**src/rtl/pixel_stream_tx.sv**
```systemverilog
// ---------------------------------------------------------------------------
// pixel_stream_tx
//
// Buffers host pixels in a DEPTH-entry FIFO and hands them one at a time to a
// downstream consumer over a SEND/ACK token handshake. The FIFO feeds a single
// output holding register that drives Out1_DATA. A two-state transmitter
// (IDLE/OFFER) moves the FIFO head into that register. Consecutive tokens go
// out back-to-back, with no idle cycle between them, while the consumer keeps
// acknowledging and stays ready.
//
// Optional feature (macro PIXEL_STREAM_TX_EOF_EN):
//   When defined, a 32-bit counter counts acknowledged tokens. Out1_EOF pulses
//   on the ACK of token FRAME_TOKENS-1, and the counter then wraps to 0.
//   When undefined, the counter does not exist and Out1_EOF is tied low.
//
// Parameters
//   DEPTH        FIFO entries (power of two, 4..64)
//   FRAME_TOKENS tokens per frame (used only with PIXEL_STREAM_TX_EOF_EN)
//
// Ports
//   CLK          rising-edge clock
//   RESET        synchronous, active-low reset
//   wr_en        host write strobe
//   wr_data[7:0] host pixel
//   wr_full      FIFO holds DEPTH entries
//   overflow     sticky: a write was dropped because the FIFO was full
//   Out1_DATA    token data (holding register)
//   Out1_SEND    token valid (transmitter in OFFER)
//   Out1_COUNT   tokens offered: 1 in OFFER, 0 in IDLE
//   Out1_ACK     consumer takes the token
//   Out1_RDY     consumer may accept a new token
//   Out1_EOF     one-cycle pulse on the ACK of the last token of a frame
// ---------------------------------------------------------------------------
module pixel_stream_tx #(
    parameter int          DEPTH        = 16,
    parameter logic [31:0] FRAME_TOKENS = 32'h40000
) (
    input  logic        CLK,
    input  logic        RESET,
    input  logic        wr_en,
    input  logic [7:0]  wr_data,
    output logic        wr_full,
    output logic        overflow,
    output logic [7:0]  Out1_DATA,
    output logic        Out1_SEND,
    output logic [15:0] Out1_COUNT,
    input  logic        Out1_ACK,
    input  logic        Out1_RDY,
    output logic        Out1_EOF
);

    localparam int AW = $clog2(DEPTH);

    if (DEPTH < 4 || DEPTH > 64 || (DEPTH & (DEPTH - 1)) != 0 ||
        FRAME_TOKENS == 32'd0) begin : g_bad_param
        $error("pixel_stream_tx: DEPTH must be a power of two in 4..64 and FRAME_TOKENS nonzero");
    end

    typedef enum logic {
        IDLE  = 1'b0,
        OFFER = 1'b1
    } state_t;

    state_t        state_q, state_d;
    logic [7:0]    mem_q [DEPTH];
    logic [AW-1:0] wr_ptr_q, rd_ptr_q;
    logic [AW:0]   cnt_q;
    logic [7:0]    data_q;
    logic          overflow_q;

    logic fifo_empty, fifo_full;
    logic pop, push, drop, ack_tok;

    assign fifo_empty = (cnt_q == '0);
    assign fifo_full  = (cnt_q == (AW+1)'(DEPTH));
    assign ack_tok    = (state_q == OFFER) && Out1_ACK;

    // A pop in the same cycle frees a slot, so a write into a full FIFO is
    // only dropped when nothing is leaving.
    assign push = wr_en && (!fifo_full || pop);
    assign drop = wr_en && fifo_full && !pop;

    // Transmitter: ACK is only looked at while offering, so an ACK in IDLE
    // has no effect.
    always_comb begin
        state_d = state_q;
        pop     = 1'b0;
        case (state_q)
            IDLE: begin
                if (!fifo_empty && Out1_RDY) begin
                    pop     = 1'b1;
                    state_d = OFFER;
                end
            end
            OFFER: begin
                if (ack_tok) begin
                    if (!fifo_empty && Out1_RDY) begin
                        pop = 1'b1;
                    end else begin
                        state_d = IDLE;
                    end
                end
            end
            default: state_d = IDLE;
        endcase
    end

    always_ff @(posedge CLK) begin
        if (!RESET) begin
            state_q    <= IDLE;
            wr_ptr_q   <= '0;
            rd_ptr_q   <= '0;
            cnt_q      <= '0;
            data_q     <= 8'h0;
            overflow_q <= 1'b0;
        end else begin
            state_q <= state_d;
            if (push) begin
                wr_ptr_q <= wr_ptr_q + AW'(1);
            end
            if (pop) begin
                rd_ptr_q <= rd_ptr_q + AW'(1);
                data_q   <= mem_q[rd_ptr_q];
            end
            case ({push, pop})
                2'b10:   cnt_q <= cnt_q + (AW+1)'(1);
                2'b01:   cnt_q <= cnt_q - (AW+1)'(1);
                default: cnt_q <= cnt_q;
            endcase
            if (drop) begin
                overflow_q <= 1'b1;
            end
        end
    end

    // Storage array carries no reset; occupancy and pointers define validity.
    // When full, the write and read address coincide, and the pop still sees
    // the old head because both updates land on the same edge.
    always_ff @(posedge CLK) begin
        if (RESET && push) begin
            mem_q[wr_ptr_q] <= wr_data;
        end
    end

    assign wr_full    = fifo_full;
    assign overflow   = overflow_q;
    assign Out1_DATA  = data_q;
    assign Out1_SEND  = (state_q == OFFER);
    assign Out1_COUNT = {15'h0, (state_q == OFFER)};

`ifdef PIXEL_STREAM_TX_EOF_EN
    logic [31:0] tok_cnt_q;
    logic        last_tok;

    assign last_tok = (tok_cnt_q == FRAME_TOKENS - 32'd1);

    always_ff @(posedge CLK) begin
        if (!RESET) begin
            tok_cnt_q <= 32'd0;
        end else if (ack_tok) begin
            tok_cnt_q <= last_tok ? 32'd0 : tok_cnt_q + 32'd1;
        end
    end

    assign Out1_EOF = ack_tok && last_tok;
`else
    assign Out1_EOF = 1'b0;
`endif

endmodule

```
**config.mk**
```make
export PLATFORM = sky130hd
export DESIGN_NAME = pixel_stream_tx
export DESIGN_NICKNAME = d
export VERILOG_FILES = /design/src/rtl/pixel_stream_tx.sv
export SDC_FILE = /design/constraint.sdc
export NUM_CORES = 1
export LEC_CHECK = 0
export CAP_MARGIN = 20
export CORE_ASPECT_RATIO = 0.8
export CORE_MARGIN = 3
export CORE_UTILIZATION = 61
export DETAILED_ROUTE_END_ITERATION = 6
export GPL_ROUTABILITY_DRIVEN = 0
export PLACE_DENSITY = 0.87
export SLEW_MARGIN = 20
export SYNTH_ARGS = -nofsm -noshare
export SYNTH_HDL_FRONTEND = slang
export SYNTH_SLANG_ARGS = --single-unit
```
**constraint.sdc**
```tcl
create_clock -name CLK -period 4.78 [get_ports CLK]
set_input_delay 1.434 -clock CLK [delete_from_list [all_inputs] [get_ports CLK]]
set_output_delay 1.434 -clock CLK [all_outputs]
set_load 0.005 [all_outputs]
```
==> summary.txt <==
Status: complete, no violations
Global-route wire length before repair: 18500 um
Routed WL: 11700 um
Final net count: 410
Final hold viol count: 0
Pre-antenna DRT Iters: 4
Transition time at the pin with the least slew margin: 0.993 ns
Num rows: 32
Internal power: 0.00246 W
Final hold slack: 0.495 ns
DR WL/cell: 21.8 um
Synth top cells by count: edfxtp_1, mux4_2, dfxtp_1
Initial Util: 63.6%
Largest net degree at the start of global routing: 35
H-tree Lvls: 4
Grt ovf: 0
Mapped Cells: 361
Pwr Total: 0.00340 W
Total negative slack: 0 ns
CP Class: flop to primary output
Switching Power: 0.000942 W
Period utilization: 80.4%
Placed Area: 6520 um2
Flop pwr share: 45.4%
Die X: 119 um
Clk buf depth: 2
Count of max-cap constraint violations: 0
Fmax: 260 MHz
Antenna cells: 0
Layout Skew: 0.00962 ns
CP startpoint kind: flop
Number of synthesized flops with an enable pin: 128
R2r setup slk: 1.83 ns
Synth top area share: 61.8%
CP arrival: 2.41 ns
Max stage delay on crit path: 0.87 ns
Postcts setup bufs: 0
Tmin final: 3.84 ns
Synth area leader: edfxtp_1
Critical path's slowest cell: nor4_1
Remaining antenna violation count: 0
Delay-heaviest family, CP: simple AND/OR/NAND/NOR gates
Hpwl dp: 7050 um
Remaining DRCs: 0
Maximum VDD drop: 0.000322 V
Crit path buffers/inverters: 2
Synthesis-stage register bit count: 151
Fin. max-slew vios: 0
Yosys cell types: 43
Combinational power share: 16.7%
Synth warnings: 0
Initial DRC Count: 330
Syn Std Cell Area: 6220 um2
Pwr per Cell Area: 479 nW/um2
Synth async-reset ratio: 0%
RSZ-0062 raised after global routing: false
Crit path max fanout: 8
Worst path cell trace: nor4_1 > nand2_1 > inv_1 > clkdlybuf4s50_1
Die Span Y: 96.3 um
Total track usage: 22.3%
Core area: 9770 um2
Post-synth top flop: edfxtp_1
Switching portion of total power: 27.7%
Mean area per synthesized cell: 17.2 um2
Root Buffer: clkbuf_16
Clk sinks: 151
TritonCTS clock tree: built
Largest cells by area after synthesis: edfxtp_1, mux4_2, dfxtp_1
Hold-fix buffers, CTS: 0
Inserted Clock Buffers: 17
# IOs: 41
Slew headroom: 33.2%
Clk_lat worst skew: 0.42 ns
Antenna violations before repair: 0
Sequential cell area fraction in the yosys report: 69.2%
Crit path required time: 3.35 ns
Clk pwr share: 37.9%
Full die area: 11400 um2
Clock slew at reported path FFs: 0.06 ns
Most frequent cell after synthesis: edfxtp_1
Vias/cell: 6.17
Number of global-route vias before repair: 3270
Resized Gates After CTS: 0
# setup viols final: 0
P_leak: 2.31 nW
Hold Path Class: flop to flop
Post-route cell area: 7100 um2
Via count: 3327
P&R area growth vs syn: 14.3%
Critical path endpoint category: primary output
Share of cells above drive strength 1: 19.1%
IO Port Bufs: 24
[cells in the final DEF (no fill, tap or decap), types with 3 or more instances in the layout]
cell type	instances
nor2_1	17
buf_4	7
inv_6	6
a31oi_1	3
nand3b_1	3
clkbuf_16	17
edfxtp_1	128
ha_1	7
and2_1	8
clkdlybuf4s50_1	24
xnor2_1	7
nand3_1	12
nor2b_1	5
mux4_2	32
mux2i_1	18
dfxtp_1	22
inv_1	5
inv_8	3
o221ai_1	9
conb_1	16
nand2_1	14
a21oi_1	6
nor3_1	3
[worst register-to-register path, cell delays in order, from the launching register on]
cell and delay [ns]:
dfxtp_1 0.38, nor4_1 0.87, a21oi_1 0.22, mux2_2 0.31
ha_1 0.22, o31ai_1 0.26, and4b_1 0.26, nor3_1 0.05
o31a_1 0.28
[final timing paths]
path,end,cells past startpoint,from
max,wr_full,4,cnt_q[1]$_SDFFE_PN0P_
min,rd_ptr_q[1]$_SDFFE_PN0N_,2,rd_ptr_q[1]$_SDFFE_PN0N_
max reg2reg,cnt_q[4]$_SDFFE_PN0P_,8,cnt_q[1]$_SDFFE_PN0P_
min reg2reg,rd_ptr_q[1]$_SDFFE_PN0N_,2,rd_ptr_q[1]$_SDFFE_PN0N_
[registers in the layout, indices dropped and copies added, names as in the netlist]
register	flops
mem_q	128
Out1_DATA	8
cnt_q	5
rd_ptr_q	4
wr_ptr_q	4
Out1_SEND	1
overflow	1
[layer usage]
metal | routed length [um] | vias to the layer above | track usage, %
met5 | 0 | - | 0
met1 | 4800 | 1690 | 31.0
met4 | 216 | 0 | 9.06
met3 | 964 | 15 | 5.41
met2 | 5760 | 176 | 34.8
li1 | - | 1446 | -
[power groups by stage]
stage	registers (W)	clock network [W]	logic [W]
after floorplan	0.00155	0	0.000427
after global placement	0.00157	0	0.000547
after detailed placement	0.00157	0	0.000566
after CTS	0.00154	0.00130	0.000572
after global routing	0.00155	0.00136	0.000618
final	0.00155	0.00129	0.000567
[layout make-up]
cell class	count	area, um2
Fill cell	598	2670
Clock inverter	15	154
Clock buffer	17	425
Inverter	5	18.8
Sequential cell	151	4310
Multi-Input combinational cell	184	1740
Tap cell	136	170
Timing Repair Buffer	31	293
[stage by stage]
stage | std cells | util (%) | worst slack [ns]
4_1_cts | 539 | 72.7 | 0.907
2_1_floorplan | 376 | - | 1.58
6_report | 539 | 72.7 | 0.938
3_3_place_gp | 507 | 66.8 | 0.980
3_5_place_dp | 507 | 66.8 | 0.867
5_1_grt | 539 | 72.7 | 0.797
[cell families (layout without fill, tap and decap cells)]
kind of cell	after synthesis	after routing	synth area share, %
flip-flops	151	151	69.2
AND/OR/NAND/NOR	73	73	6.06
multiplexers	51	51	14.7
buffers and inverters	41	68	3.72
AO/OA/AOI/OAI	29	29	3.70
XOR/XNOR	8	8	1.13
adder cells (fa/ha/maj)	7	7	1.41
other	1	16	0.0603
Note: power is estimated with default switching activity, not from simulation.
==> RTL edit, RTL diff (same flow settings) <==
The option `PIXEL_STREAM_TX_EOF_EN` is turned on by a define.
--- a/src/rtl/pixel_stream_tx.sv
+++ b/src/rtl/pixel_stream_tx.sv
@@ -31,6 +31,8 @@
 //   Out1_RDY     consumer may accept a new token
 //   Out1_EOF     one-cycle pulse on the ACK of the last token of a frame
 // ---------------------------------------------------------------------------
+`define PIXEL_STREAM_TX_EOF_EN
+
 module pixel_stream_tx #(
     parameter int          DEPTH        = 16,
     parameter logic [31:0] FRAME_TOKENS = 32'h40000
Function: same outputs for any inputs over 10 cycles, from zero or initial values and one cycle with RESET low; that may be too few to reach the edited logic, so the function may still have changed.
==> RTL edit against the original RTL <==
Sequential share of layout area down 3.6 points; register-to-register slack improved by 380 ps; wire length grew 40%; sequential cell count rose by 32; critical path depth stayed put; synthesized area increased by 25%; sequential power grew 19%; clock power increased by 5%; final area grew 22%; total power is 14% higher; worst setup slack got worse by 510 ps; clock skew is 7.8 ps higher.
==> RTL edit: results (changes against the original RTL) <==
- CTS clk-pin slew, worst paths: 70 ps
- LEAKAGE: 2.79 nW (was 2.31 nW)
- Share of post-route cells with drive strength above 1: 10.8% (was 19.1%)
- CP peak stage delay: 590 ps (was 870 ps)
- Hold depth: 2 (unchanged)
- # nets final: 612 (was 410)
- Status: finished, final reports clean (unchanged)
- Number of flip-flops in the largest register: 128 (unchanged)
- TritonCTS buffer count: 17 (unchanged)
- H-tree lvl count: 4 (unchanged)
- Initial antenna violation count: 0 (unchanged)
- F_max: 0.230 GHz (was 0.260 GHz)
- CTS root buf: clkbuf_16 (unchanged)
- Overall routing resource usage: 24.1% (was 22.3%)
- FFs w/ async S/R, synth: 0% (unchanged)
- Seq/Total Area, Yosys: 63.4% (was 69.2%)
- Clock skew: 17.4 ps (was 9.62 ps)
- PortBufs: 25 (was 24)
- Antenna cells: 0 (unchanged)
- Crit-path leading delay family: buffers and inverters (was simple AND/OR/NAND/NOR gates)
- CP max FO: 7 (was 8)
- Slowest library cell on the worst path: clkdlybuf4s50_1 (was nor4_1)
- Layout filler cell count: 786 (was 598)
- Pin count of the biggest net entering global routing: 45 (was 35)
- Reg with most FFs: mem_q (unchanged)
- Clock Path Buffers: 2 (unchanged)
- First-pass GRT wire length: 25600 microns (was 18500 microns)
- Final HPWL DP: 10300 microns (was 7050 microns)
- Drt total wl: 16400 microns (was 11700 microns)
- Number of synthesis warnings: 0 (unchanged)
- Sw frac: 26.7% (was 27.7%)
- DRT iter0 DRCs: 493 (was 330)
- Commonest cells post-synth: edfxtp_1 (128), dfxtp_1 (55), mux2i_1 (44), nor2_1 (43), o21ai_0 (29) (was edfxtp_1 (128), mux4_2 (32), dfxtp_1 (23), mux2i_1 (18))
- Initial DRT Pass Iterations: 5 (was 4)
- Post-cts repair resize count: 0 (unchanged)
- Worst IR Drop VDD: 0.000355 V (was 0.000322 V)
- Skew-Pair Late Insertion Delay: 440 ps (was 420 ps)
- Top cells by area, synth: edfxtp_1 (49%), dfxtp_1 (14%), mux2i_1 (5.7%), mux4_2 (4.0%), nor2_1 (2.1%) (was edfxtp_1 (62%), mux4_2 (12%), dfxtp_1 (7.4%), mux2i_1 (2.9%), buf_4 (2.1%))
- Worst hold path class: flop to flop (unchanged)
- Worst-Margin Slew: 1050 ps (was 993 ps)
- Drt via density: 6.19 (was 6.17)
- Vias in the first global route: 4604 (was 3270)
- Synth unique cells: 52 (was 43)
- FF-to-FF path depth: 9 (was 8)
- Setup bufs post-CTS: 0 (unchanged)
- Number of synthesized flops with an enable pin: 128 (unchanged)
## RTL edit: changes by cell type after synthesis, sizes merged, moves of 9 or more
cell / unedited run / this run
a22oi: 0 / 9
dfxtp: 23 / 55
mux2i: 18 / 44
mux4: 32 / 14
nand3: 12 / 23
nand4: 1 / 13
nor2: 17 / 43
nor4: 1 / 11
o21ai: 2 / 30
o221ai: 9 / 0
xor2: 1 / 15
## RTL edit: power by group through the flow
stage / sequential (W) / combinational (W) / clock [W]
after floorplan: 0.00184 / 0.000494 / 0
after global placement: 0.00188 / 0.000606 / 0
after detailed placement: 0.00188 / 0.000635 / 0
after CTS: 0.00185 / 0.000654 / 0.00137
after global routing: 0.00186 / 0.000703 / 0.00144
final: 0.00185 / 0.000656 / 0.00136
## RTL edit: through the flow
stage / hold WS [ps] / cells / power [W] / setup WS (ps) / area [sq um]
5_1_grt: 541 / 775 / 0.00400 / 331 / 8670
2_1_floorplan: 458 / 585 / 0.00234 / 1460 / 7850
3_5_place_dp: 492 / 743 / 0.00252 / 434 / 8090
6_report: 502 / 775 / 0.00387 / 425 / 8670
4_1_cts: 502 / 775 / 0.00387 / 428 / 8670
3_3_place_gp: 475 / 743 / 0.00248 / 456 / 8090
## RTL edit: worst paths after layout
path / endpoint / from / slack, ps
max: Out1_EOF / Out1_ACK / 430
min: tok_cnt_q[31] / tok_cnt_q[31] / 500
max reg2reg: cnt_q[4] / cnt_q[1] / 2210
min reg2reg: tok_cnt_q[31] / tok_cnt_q[31] / 500
## RTL edit: area by class of cell
cell class / count / area (sq um) / share of cell area [%]
Clock buffer: 20 / 457 / 5.27
Sequential cell: 183 / 4950 / 57.1
Inverter: 6 / 22.5 / 0.260
Tap cell: 171 / 214 / 2.47
Timing Repair Buffer: 29 / 280 / 3.23
Clock inverter: 12 / 118 / 1.36
Multi-Input combinational cell: 354 / 2630 / 30.4
## RTL edit: cell families (layout without fill, tap and decap cells)
family                     after synthesis  count (layout)  synth area share [%]
DFF                                    183             183                  63.4
and+or+nand+nor                        162             162                  11.4
AOI/OAI and AO/OA                       81              81                  7.24
muxes                                   58              58                  9.70
buffers and inverters                   48              67                  3.50
xor gates and xnor gates                30              30                  3.37
adders and majority gates                8               8                  1.28
other                                    1              15                0.0481
## RTL edit: worst register-to-register path: cells and delay by family, from the launching register on
family | cells | cell delay, ps
AO/OA/AOI/OAI | 3 | 770
XOR/XNOR | 1 | 130
adder cells (fa/ha/maj) | 1 | 250
flip-flops | 1 | 480
multiplexers | 1 | 100
AND/OR/NAND/NOR | 3 | 780
## RTL edit: per-layer routing
layer / GRT usage [%] / up-vias / part of all wire [%]
met2: 40.1 / 236 / 50
met3: 5.25 / 36 / 7.6
met1: 31.5 / 2361 / 40
met5: 0 / - / 0
li1: - / 2167 / -
met4: 8.75 / 0 / 2.2
